**config.mk**
```make
export PLATFORM = sky130hd
export DESIGN_NAME = uart_tx_ctrl
export DESIGN_NICKNAME = d
export VERILOG_FILES = /design/src/rtl/uart_tx_ctrl.sv
export SDC_FILE = /design/constraint.sdc
export NUM_CORES = 1
export LEC_CHECK = 0
export BUFFER_PORTS_ARGS = -buffer_cell sky130_fd_sc_hd__buf_2
export CORE_UTILIZATION = 50
export DETAILED_ROUTE_END_ITERATION = 16
export PLACE_DENSITY = 0.76
export REMOVE_ABC_BUFFERS = 1
export SYNTH_ARGS = -nofsm -noshare
export SYNTH_HDL_FRONTEND = slang
export SYNTH_SLANG_ARGS = --single-unit
```
**constraint.sdc**
```tcl
create_clock -name clk_ctl -period 2.68 [get_ports clk_ctl]
set_input_delay 0.134 -clock clk_ctl [delete_from_list [all_inputs] [get_ports clk_ctl]]
set_output_delay 0.134 -clock clk_ctl [all_outputs]
set_load 0.01 [all_outputs]
```
**src/rtl/uart_tx_ctrl.sv**
```systemverilog
// UART transmit frame controller: sequences start, serializer-driven data,
// optional parity and stop bits around an external 8-bit serializer.
module uart_tx_ctrl (
    input  logic       clk_ctl,
    input  logic       rst_ctl,
    input  logic [7:0] p_data_ctl,
    input  logic       data_valid_ctl,
    input  logic       par_en_ctl,
    input  logic       par_typ_ctl,
    input  logic       ser_done_ctl,
    input  logic       ser_data_ctl,
    output logic       ser_en_ctl,
    output logic [7:0] p_data_ser_ctl,
    output logic       tx_out_ctl,
    output logic       busy_ctl,
    output logic       err_ctl
);

    localparam logic [2:0] S_IDLE   = 3'd0;
    localparam logic [2:0] S_START  = 3'd1;
    localparam logic [2:0] S_DATA   = 3'd2;
    localparam logic [2:0] S_PARITY = 3'd3;
    localparam logic [2:0] S_STOP   = 3'd4;

    // Watchdog value seen in the last DATA cycle it tolerates (the 9th).
    localparam logic [3:0] WDOG_LAST = 4'd8;

    logic [2:0] state_q,   state_d;
    logic [7:0] data_q,    data_d;
    logic       par_en_q,  par_en_d;
    logic       par_bit_q, par_bit_d;
    logic [3:0] wdog_q,    wdog_d;
    logic       load_s;
    logic       err_s;

    // Even parity is the XOR of the byte; odd parity inverts it.
    function automatic logic parity_f(input logic [7:0] d, input logic odd);
        return (^d) ^ odd;
    endfunction

    // Next-state, frame latching and watchdog logic.
    always_comb begin
        state_d   = state_q;
        data_d    = data_q;
        par_en_d  = par_en_q;
        par_bit_d = par_bit_q;
        wdog_d    = 4'd0;
        load_s    = 1'b0;
        err_s     = 1'b0;
        case (state_q)
            S_IDLE: begin
                if (data_valid_ctl) begin
                    load_s  = 1'b1;
                    state_d = S_START;
                end else begin
                    state_d = S_IDLE;
                end
            end
            S_START: begin
                state_d = S_DATA;
            end
            S_DATA: begin
                wdog_d = wdog_q + 4'd1;
                if (ser_done_ctl) begin
                    state_d = par_en_q ? S_PARITY : S_STOP;
                end else if (wdog_q == WDOG_LAST) begin
                    err_s   = 1'b1;
                    state_d = S_IDLE;
                end else begin
                    state_d = S_DATA;
                end
            end
            S_PARITY: begin
                state_d = S_STOP;
            end
            S_STOP: begin
                // Back-to-back frames: a byte offered during STOP starts at once.
                if (data_valid_ctl) begin
                    load_s  = 1'b1;
                    state_d = S_START;
                end else begin
                    state_d = S_IDLE;
                end
            end
            default: begin
                state_d = S_IDLE;
            end
        endcase
        if (load_s) begin
            data_d    = p_data_ctl;
            par_en_d  = par_en_ctl;
            par_bit_d = parity_f(p_data_ctl, par_typ_ctl);
        end else begin
            data_d    = data_q;
        end
    end

    // State and latched-frame registers.
    always_ff @(posedge clk_ctl or negedge rst_ctl) begin
        if (!rst_ctl) begin
            state_q   <= S_IDLE;
            data_q    <= 8'h00;
            par_en_q  <= 1'b0;
            par_bit_q <= 1'b0;
            wdog_q    <= 4'd0;
        end else begin
            state_q   <= state_d;
            data_q    <= data_d;
            par_en_q  <= par_en_d;
            par_bit_q <= par_bit_d;
            wdog_q    <= wdog_d;
        end
    end

    // Line level and status decoded from the state.
    always_comb begin
        tx_out_ctl = 1'b1;
        case (state_q)
            S_IDLE:   tx_out_ctl = 1'b1;
            S_START:  tx_out_ctl = 1'b0;
            S_DATA:   tx_out_ctl = ser_data_ctl;
            S_PARITY: tx_out_ctl = par_bit_q;
            S_STOP:   tx_out_ctl = 1'b1;
            default:  tx_out_ctl = 1'b1;
        endcase
    end

    assign ser_en_ctl     = (state_q == S_START) || (state_q == S_DATA);
    assign busy_ctl       = (state_q != S_IDLE);
    assign err_ctl        = err_s;
    assign p_data_ser_ctl = data_q;

endmodule

```
==> qor.txt, run 1 <==
Status -> completed
DIE WIDTH -> 42.2 um
Layout Nets -> 117
Initial detailed-routing violation count -> 2
R2R depth -> 3
CP required -> 2550 ps
# IOs -> 27
Critical path's top delay family -> simple AND/OR/NAND/NOR gates
Synth warn -> 0
Vias in the first global route -> 576
Most common cell after layout, fill and taps aside -> buf_2
Critical-path top delay cell -> dfrtp_1
H-tree depth -> 1
Kind of critical path -> flip-flop to primary output
Final hold vios -> 0
R2R Setup Slk -> 1360 ps
Worst Max-Slew Pin Slew -> 361 ps
Clock slew at reported path FFs -> 90 ps
F_max -> 606 MHz
Pleak -> 0.489 nW
RSZ-0062 raised after global routing -> false
Setup bufs post-CTS -> 0
Crit Path Max Fanout -> 6
Setup-failing EPs final -> 0
Syn_area_per_cell -> 11.9 um^2
Max incr delay on CP -> 440 ps
Largest net degree at the start of global routing -> 18
Dominant cell type by area after synthesis -> dfrtp_1
Gr ovfl total -> 0
Initial Util -> 0.537
Placement row count -> 14
Via count -> 586
Die Y -> 42.2 um
First-pass GRT wire length -> 2370 um
Vias per std cell -> 5.10
WL final -> 1330 um
Routed Antenna Nets -> 0
Yosys reg bits -> 17
Hold WC Path Type -> input port to flip-flop
Power per Cell Area -> 981 mW/mm^2
Die area -> 0.00178 mm^2
Tcrit/Tclk final -> 0.616
Post-synth cell types -> 21
Critical path, cell by cell -> nand2b_1, or2_2, nor2_1, buf_2
Max Root-Sink Buffers -> 2
Core Util, Final -> 0.663
Final RePlAce weighted congestion -> 0.713
Post-synth top area share -> 0.526
Fin. max-slew vios -> 0
Max-Cap Viols -> 0
Share of layout cells above drive strength 1 -> 0.434
CTS tree -> done
Hpwl dp -> 1050 um
Synth-to-Final Area Change -> 23.5%
FF-to-FF Start -> state_q[0]
Synth area leaders -> dfrtp_1 (53%), mux2_2 (11%), xnor2_1 (6.5%)
Hold endpoint -> par_en_q
Core Box Area -> 0.00151 mm^2
CTS Sinks -> 17
Avg WL per Cell -> 11.5 um
Synth Instances -> 68
Final setup TNS -> 0 ps
DRC Markers -> 0
Kind of start point of the critical path -> flip-flop
Global-route usage over all layers -> 0.184
Port Buf Inserts -> 26
Root buf cell -> clkbuf_4
Clock Latency Late Sink -> 290 ps
Reg2reg end -> p_data_ser_ctl[2]
Critical path arrival -> 1520 ps
Cts bufs inserted -> 3
Hold depth -> 3
Sequential fraction of the synthesis area -> 0.526
Antenna diodes -> 0
Max VDD drop -> 0.000606 V
Final Critical Period -> 1650 ps
Initial antenna violation count -> 0
Clock skew -> 2.76 ps
Relative slew slack -> 0.759
First-pass DRT Iterations -> 2
Setup crit end kind -> primary output
Buf/Inv on CP -> 1
Post-synthesis instance area -> 808 um^2
HP Start -> par_en_ctl
Most frequent cells in the layout -> buf_2 (26), dfrtp_1 (17), mux2_2 (8)
tightest hold or removal path: stages:
cell     delay [ps]
buf_2            70
nand2_1          30
o21ai_0          60
cell type report:
| cell class | instances | area [um^2] |
|---|---|---|
| clock inverter | 1 | 5.00 |
| timing repair buffer | 28 | 148 |
| clock buffer | 3 | 22.5 |
| multi-input combinational | 47 | 367 |
| inverter | 3 | 11.3 |
| sequential | 17 | 425 |
| tap | 16 | 20.0 |
| fill | 126 | 508 |
kinds of logic after synthesis:
| family | share of synthesized area |
|---|---|
| AO/OA/AOI/OAI | 0.0480 |
| XOR/XNOR | 0.115 |
| adder cells (fa/ha/maj) | 0.0310 |
| AND/OR/NAND/NOR | 0.130 |
| multiplexers | 0.130 |
| flip-flops | 0.526 |
| buffers and inverters | 0.0201 |
Yosys cell counts, drive strengths merged:
cell type	count
xor2	2
xnor2	6
a31o	1
o21ai	2
nand2	4
nand2b	3
ha	2
nand3	2
or3	1
mux2	9
buf	1
xnor3	1
nor2	6
a21oi	4
inv	3
and2	1
nor3b	2
dfrtp	17
or2	1
state kept, by name, indices dropped and copies added, names as in the netlist:
| signal | cells |
|---|---|
| p_data_ser_ctl | 8 |
| par_bit_q | 1 |
| par_en_q | 1 |
| state_q | 3 |
| wdog_q | 4 |
timing repair:
| item | in CTS | in global routing |
|---|---|---|
| hold buffers | 1 | 0 |
| gates resized for setup | 0 | 0 |
| hold endpoints to repair | 17 | 0 |
per-layer routing:
layer,routed length (um),track usage
met1,567,0.210
met2,654,0.295
met3,79,0.0776
met4,24,0.0938
met5,0,0
report_power, final:
group	internal (W)	leakage (nW)	switching (W)
Clock	0.0000556	0.0177	0.0000771
Sequential	0.000360	0.212	0.0000708
Combinational	0.000221	0.259	0.000195
per-stage QoR:
| step | std cells | power [W] | hold WS [ps] | setup slack, ps | cell area, um^2 |
|---|---|---|---|---|---|
| 2_1_floorplan | 67 | 0.000695 | -162 | 1190 | 803 |
| 3_3_place_gp | 110 | 0.000835 | 71.5 | 1370 | 961 |
| 3_5_place_dp | 110 | 0.000858 | 69.4 | 1350 | 961 |
| 4_1_cts | 115 | 0.000995 | 38.4 | 1010 | 998 |
| 5_1_grt | 115 | 0.00106 | 34.4 | 911 | 998 |
| 6_report | 115 | 0.000980 | 47.6 | 1030 | 998 |
how the worst max path moves through the flow:
stage                           from                end  slack (ps)  cells after the start
after floorplan           state_q[0]  p_data_ser_ctl[0]        1190                      2
after global placement    state_q[0]            err_ctl        1370                      4
after detailed placement  state_q[0]            err_ctl        1350                      4
after CTS                 state_q[0]            err_ctl        1010                      4
after global routing      state_q[0]            err_ctl         910                      4
final                     state_q[0]            err_ctl        1030                      4
Note: power is estimated with default switching activity, not from simulation.
==> inputs of run 2 (changes only) <==
--- a/config.mk
+++ b/config.mk
@@ -6,9 +6,9 @@
 export NUM_CORES = 1
 export LEC_CHECK = 0
 export BUFFER_PORTS_ARGS = -buffer_cell sky130_fd_sc_hd__buf_2
-export CORE_UTILIZATION = 50
+export CORE_UTILIZATION = 48
 export DETAILED_ROUTE_END_ITERATION = 16
-export PLACE_DENSITY = 0.76
+export PLACE_DENSITY = 0.74
 export REMOVE_ABC_BUFFERS = 1
 export SYNTH_ARGS = -nofsm -noshare
 export SYNTH_HDL_FRONTEND = slang
==> constraint.sdc (replaced) <==
create_clock -name clk_ctl -period 1.7 [get_ports clk_ctl]
set_input_delay 0.085 -clock clk_ctl [delete_from_list [all_inputs] [get_ports clk_ctl]]
set_output_delay 0.085 -clock clk_ctl [all_outputs]
set_load 0.01 [all_outputs]
==> run 2 against run 1 <==
Compared with the run above: sequential power grew 58%; setup slack lost 910 ps; clock skew shrank 0.81 ps; critical path depth is the same; die area grew 4.0%; via count shrank 2.7%; cell count grew 0.87%; largest power group unchanged; highest routed layer unchanged.
==> qor.txt, run 2 (synthesis gave the netlist of run 1 again) <==
Status -> completed (unchanged)
Clock Latency Late Sink -> 290 ps (about the same)
Most common cell after layout, fill and taps aside -> buf_2 (unchanged)
Final RePlAce weighted congestion -> 0.771 (was 0.713)
Crit Path Max Fanout -> 6 (unchanged)
Initial antenna violation count -> 0 (unchanged)
Via count -> 570 (was 586)
Hold WC Path Type -> input port to flip-flop (unchanged)
Largest net degree at the start of global routing -> 18 (unchanged)
Filler cell count in the final layout -> 142 (was 126)
Hold depth -> 2 (was 3)
H-tree depth -> 1 (unchanged)
Critical path's top delay family -> simple AND/OR/NAND/NOR gates (unchanged)
Port Buf Inserts -> 26 (unchanged)
Gr ovfl total -> 0 (unchanged)
Hpwl dp -> 1010 um (was 1050 um)
Initial Util -> 0.524 (was 0.537)
Core Box Area -> 0.00154 mm^2 (was 0.00151 mm^2)
FF-to-FF Start -> state_q[0] (unchanged)
CTS tree -> done (unchanged)
Tcrit/Tclk final -> 0.928
Setup-failing EPs final -> 0 (unchanged)
RSZ-0062 raised after global routing -> false (unchanged)
Final hold vios -> 0 (unchanged)
Max incr delay on CP -> 440 ps (about the same)
Avg WL per Cell -> 11.8 um (was 11.5 um)
HP Start -> p_data_ctl[6] (was par_en_ctl)
CTS Sinks -> 17 (unchanged)
Critical-path top delay cell -> dfrtp_1 (unchanged)
Final non-filler cell total -> 116 (was 115)
Die area -> 0.00185 mm^2 (was 0.00178 mm^2)
Critical path, cell by cell -> nand2b_1, or2_2, nor2_1, buf_2 (unchanged)
WL final -> 1360 um (was 1330 um)
Antenna diodes -> 0 (unchanged)
Placement row count -> 14 (unchanged)
Relative slew slack -> 0.746 (was 0.759)
Cts bufs inserted -> 3 (unchanged)
Worst Max-Slew Pin Slew -> 381 ps (was 361 ps)
Clock slew at reported path FFs -> 100 ps (was 90 ps)
Share of layout cells above drive strength 1 -> 0.420 (was 0.434)
Total power -> 0.00155 W (was 0.000980 W)
Setup crit end kind -> primary output (unchanged)
Max-Cap Viols -> 0 (unchanged)
CTS resizes -> 0 (unchanged)
Die Y -> 43.0 um (was 42.2 um)
Root buf cell -> clkbuf_4 (unchanged)
Crit. Startpoint -> state_q[0] (unchanged)
Kind of start point of the critical path -> flip-flop (unchanged)
Number of flip-flops under the largest register name -> 8 (unchanged)
F_max -> 634 MHz
Fin. max-slew vios -> 0 (unchanged)
DRC Markers -> 0 (unchanged)
Levels on crit path -> 4 (unchanged)
Layout Nets -> 118 (was 117)
Vias per std cell -> 4.91 (was 5.10)
Synth-to-Final Area Change -> 24.6% (was 23.5%)
Pleak -> 0.490 nW (was 0.489 nW)
Cell count after placement -> 110 (unchanged)
Max Root-Sink Buffers -> 2 (unchanged)
R2R depth -> 3 (unchanged)
Crit path to -> err_ctl (unchanged)
Final setup TNS -> 0 ps (unchanged)
Critical path arrival -> 1490 ps (was 1520 ps)
# IOs -> 27 (unchanged)
First-pass GRT wire length -> 2440 um (was 2370 um)
Initial detailed-routing violation count -> 5 (was 2)
First-pass DRT Iterations -> 2 (unchanged)
Most frequent cells in the layout -> buf_2 (26), dfrtp_1 (17), mux2_2 (8) (unchanged)
Global-route usage over all layers -> 0.184 (about the same)
Final Critical Period -> 1580 ps
Clock skew -> 1.95 ps (was 2.76 ps)
Routed Antenna Nets -> 0 (unchanged)
Max VDD drop -> 0.000845 V (was 0.000606 V)
Hold_buf cts -> 2 (was 1)
Vias in the first global route -> 587 (was 576)
Power per Cell Area -> 1540 mW/mm^2 (was 981 mW/mm^2)
R2R Setup Slk -> 280 ps (was 1360 ps)
Setup bufs post-CTS -> 0 (unchanged)
DIE WIDTH -> 43.0 um (was 42.2 um)
Buf/Inv on CP -> 1 (unchanged)
Reg2reg end -> p_data_ser_ctl[4] (was p_data_ser_ctl[2])
CP required -> 1620 ps (was 2550 ps)
Kind of critical path -> flip-flop to primary output (unchanged)
==> run 2: cell count changes in the layout (fill, tap and decap cells not counted) <==
cell           before  now
dlygate4sd3_1       1    2
clkinv_2            1    0
clkbuf_1            0    1
==> run 2: area by class of cell <==
type,count,area (um^2),share of cell area
inverters,3,11.3,0.0112
multi-input cells,47,367,0.364
flip-flops and latches,17,425,0.422
well taps,16,20.0,0.0199
clock buffers,4,26.3,0.0261
repair buffers,29,158,0.157
==> run 2: how the worst min path moves through the flow <==
stage	to	slack, ps
after floorplan	p_data_ser_ctl[0]	-210
after global placement	state_q[2]	20
after detailed placement	wdog_q[3]	40
after CTS	p_data_ser_ctl[6]	40
after global routing	p_data_ser_ctl[2]	40
final	p_data_ser_ctl[6]	50
==> run 2: power breakdown <==
part / internal (W) / leakage, nW / switching, W / total, W
logic: 0.000349 / 0.263 / 0.000298 / 0.000647
clock network: 0.0000911 / 0.0150 / 0.000128 / 0.000219
registers: 0.000568 / 0.212 / 0.000113 / 0.000681
total: 0.00101 / 0.490 / 0.000539 / 0.00155
==> run 2: through the flow <==
step	worst slack [ps]	hold slack, ps	util	instance area (um^2)
final	122	49.7	0.653	1010
after global routing	13.1	39.8	0.653	1010
after CTS	101	40.5	0.653	1010
after detailed placement	270	36.9	0.623	961
after global placement	331	24.1	0.623	961
after floorplan	206	-211	-	803
==> run 2: metal layers <==
| metal | vias up | track usage | wire length [um] |
|---|---|---|---|
| met3 | 2 | 0.0383 | 52 |
| li1 | 293 | - | - |
| met4 | 0 | 0.109 | 18 |
| met2 | 17 | 0.288 | 642 |
| met5 | - | 0 | 0 |
| met1 | 258 | 0.234 | 652 |
==> inputs of run 3 (changes only) <==
--- a/config.mk
+++ b/config.mk
@@ -8,7 +8,7 @@
 export BUFFER_PORTS_ARGS = -buffer_cell sky130_fd_sc_hd__buf_2
 export CORE_UTILIZATION = 48
 export DETAILED_ROUTE_END_ITERATION = 16
-export PLACE_DENSITY = 0.74
+export PLACE_DENSITY_LB_ADDON = 0.1
 export REMOVE_ABC_BUFFERS = 1
 export SYNTH_ARGS = -nofsm -noshare
 export SYNTH_HDL_FRONTEND = slang
==> run 3 against run 2 <==
Compared with the run above: non-clock buffer count decreased by 1; global-route usage decreased by 0.61 points; largest power group unchanged; critical endpoint unchanged; first-iteration DRC count decreased by 40%; routed wire length increased by 0.29%; sequential power decreased by 0.7%; count of clock-buffer cells in the layout unchanged; combinational power about the same.
==> qor.txt, run 3 (synthesis gave the netlist of run 1 again) <==
Setup-failing EPs final -> 0 (unchanged)
Setup bufs post-CTS -> 0 (unchanged)
Final hold vios -> 0 (unchanged)
First-pass GRT wire length -> 2420 um (was 2440 um)
F_max -> 631 MHz (was 634 MHz)
Kind of start point of the critical path -> flip-flop (unchanged)
Die area -> 0.00185 mm^2 (unchanged)
Worst Max-Slew Pin Slew -> 376 ps (was 381 ps)
Max VDD drop -> 0.000787 V (was 0.000845 V)
DIE WIDTH -> 43.0 um (unchanged)
R2R depth -> 3 (unchanged)
Vias per std cell -> 4.81 (was 4.91)
Fin. max-slew vios -> 0 (unchanged)
Pleak -> 0.486 nW (was 0.490 nW)
Max Root-Sink Buffers -> 2 (unchanged)
Final RePlAce weighted congestion -> 0.802 (was 0.771)
Relative slew slack -> 0.749 (was 0.746)
Tcrit/Tclk final -> 0.933 (was 0.928)
Final setup TNS -> 0 ps (unchanged)
Hold depth -> 3 (was 2)
Core Box Area -> 0.00154 mm^2 (unchanged)
Number of flip-flops under the largest register name -> 8 (unchanged)
RSZ-0062 raised after global routing -> false (unchanged)
Layout Nets -> 117 (was 118)
Avg WL per Cell -> 11.9 um (was 11.8 um)
Final setup margin -> 114 ps (was 122 ps)
DRC Markers -> 0 (unchanged)
Share of layout cells above drive strength 1 -> 0.424 (was 0.420)
H-tree depth -> 1 (unchanged)
Status -> completed (unchanged)
Via count -> 553 (was 570)
Cts bufs inserted -> 3 (unchanged)
Initial detailed-routing violation count -> 3 (was 5)
Hold WC Path Type -> input port to flip-flop (unchanged)
DP Worst Slack -> 286 ps (was 270 ps)
Gr ovfl total -> 0 (unchanged)
Kind of critical path -> flip-flop to primary output (unchanged)
Clock Latency Late Sink -> 280 ps (was 290 ps)
Antenna diodes -> 0 (unchanged)
Global-route usage over all layers -> 0.178 (was 0.184)
First-pass DRT Iterations -> 2 (unchanged)
Most frequent cells in the layout -> buf_2 (26), dfrtp_1 (17), mux2_2 (8) (unchanged)
WL final -> 1370 um (was 1360 um)
Root buf cell -> clkbuf_4 (unchanged)
Die Y -> 43.0 um (unchanged)
Clock skew -> 2.93 ps (was 1.95 ps)
Placement row count -> 14 (unchanged)
CTS Sinks -> 17 (unchanged)
# IOs -> 27 (unchanged)
Vias in the first global route -> 566 (was 587)
Port Buf Inserts -> 26 (unchanged)
HP Start -> par_en_ctl (was p_data_ctl[6])
Critical path arrival -> 1500 ps (was 1490 ps)
Final Critical Period -> 1590 ps (was 1580 ps)
CTS tree -> done (unchanged)
Clock slew at reported path FFs -> 100 ps (about the same)
Crit Path Max Fanout -> 6 (unchanged)
Routed Antenna Nets -> 0 (unchanged)
Initial Util -> 0.524 (unchanged)
Hpwl dp -> 1010 um (about the same)
R2R Setup Slk -> 290 ps (was 280 ps)
Most common cell after layout, fill and taps aside -> buf_2 (unchanged)
CP required -> 1620 ps (about the same)
Reg2reg end -> p_data_ser_ctl[1] (was p_data_ser_ctl[4])
Largest net degree at the start of global routing -> 18 (unchanged)
Synth-to-Final Area Change -> 23.4% (was 24.6%)
Filler cell count in the final layout -> 145 (was 142)
Initial antenna violation count -> 0 (unchanged)
FF-to-FF Start -> state_q[0] (unchanged)
Power per Cell Area -> 1540 mW/mm^2 (about the same)
Max-Cap Viols -> 0 (unchanged)
Hold endpoint -> par_en_q (was p_data_ser_ctl[6])
Setup crit end kind -> primary output (unchanged)
run 3: cell types whose count changed in the layout (fill, tap and decap cells not counted), sizes merged:
cell and delta:
dlygate4sd3 -1
run 3: repair_timing:
| action | in CTS | in global routing |
|---|---|---|
| hold buffers | 1 | 0 |
| gates resized for setup | 0 | 0 |
| hold endpoints to repair | 17 | 0 |
run 3: metrics by stage:
stage | cell area [um^2] | hold WS, ps | std cells | total power [W] | util
2_1_floorplan | 803 | -211 | 67 | 0.00110 | -
3_3_place_gp | 961 | 25.4 | 110 | 0.00132 | 0.623
3_5_place_dp | 961 | 29.8 | 110 | 0.00134 | 0.623
4_1_cts | 997 | 25.9 | 115 | 0.00156 | 0.647
5_1_grt | 997 | 29.9 | 115 | 0.00166 | 0.647
6_report | 997 | 30.8 | 115 | 0.00153 | 0.647
run 3: final cells by class:
type,instances,area (um^2),area share
Inverter,3,11.3,0.0113
Sequential cell,17,425,0.427
Clock buffer,4,26.3,0.0263
Timing Repair Buffer,28,148,0.148
Tap cell,16,20.0,0.0201
Multi-Input combinational cell,47,367,0.368
run 3: critical path, cell delays in order, from the launching register on:
cell and delay, ps:
dfrtp_1 430, nand2b_1 230, or2_2 340, nor2_1 90, buf_2 130
run 3: how the worst max path moves through the flow:
stage	cells after the start	startpoint	endpoint
after floorplan	2	state_q[0]	p_data_ser_ctl[0]
after global placement	3	state_q[0]	p_data_ser_ctl[3]
after detailed placement	3	state_q[0]	p_data_ser_ctl[1]
after CTS	4	state_q[0]	err_ctl
after global routing	4	state_q[0]	err_ctl
final	4	state_q[0]	err_ctl
run 3: per-layer routing:
| layer | vias to the layer above | share of wire | track usage |
|---|---|---|---|
| met1 | 246 | 0.48 | 0.223 |
| met4 | 0 | 0.0066 | 0.0909 |
| met2 | 18 | 0.45 | 0.297 |
| li1 | 287 | - | - |
| met5 | - | 0 | 0 |
| met3 | 2 | 0.056 | 0.0255 |
run 3: power breakdown:
part           internal (W)  switching [W]
Clock             0.0000910       0.000120
Sequential         0.000568       0.000108
Combinational      0.000347       0.000299
Total               0.00101       0.000527
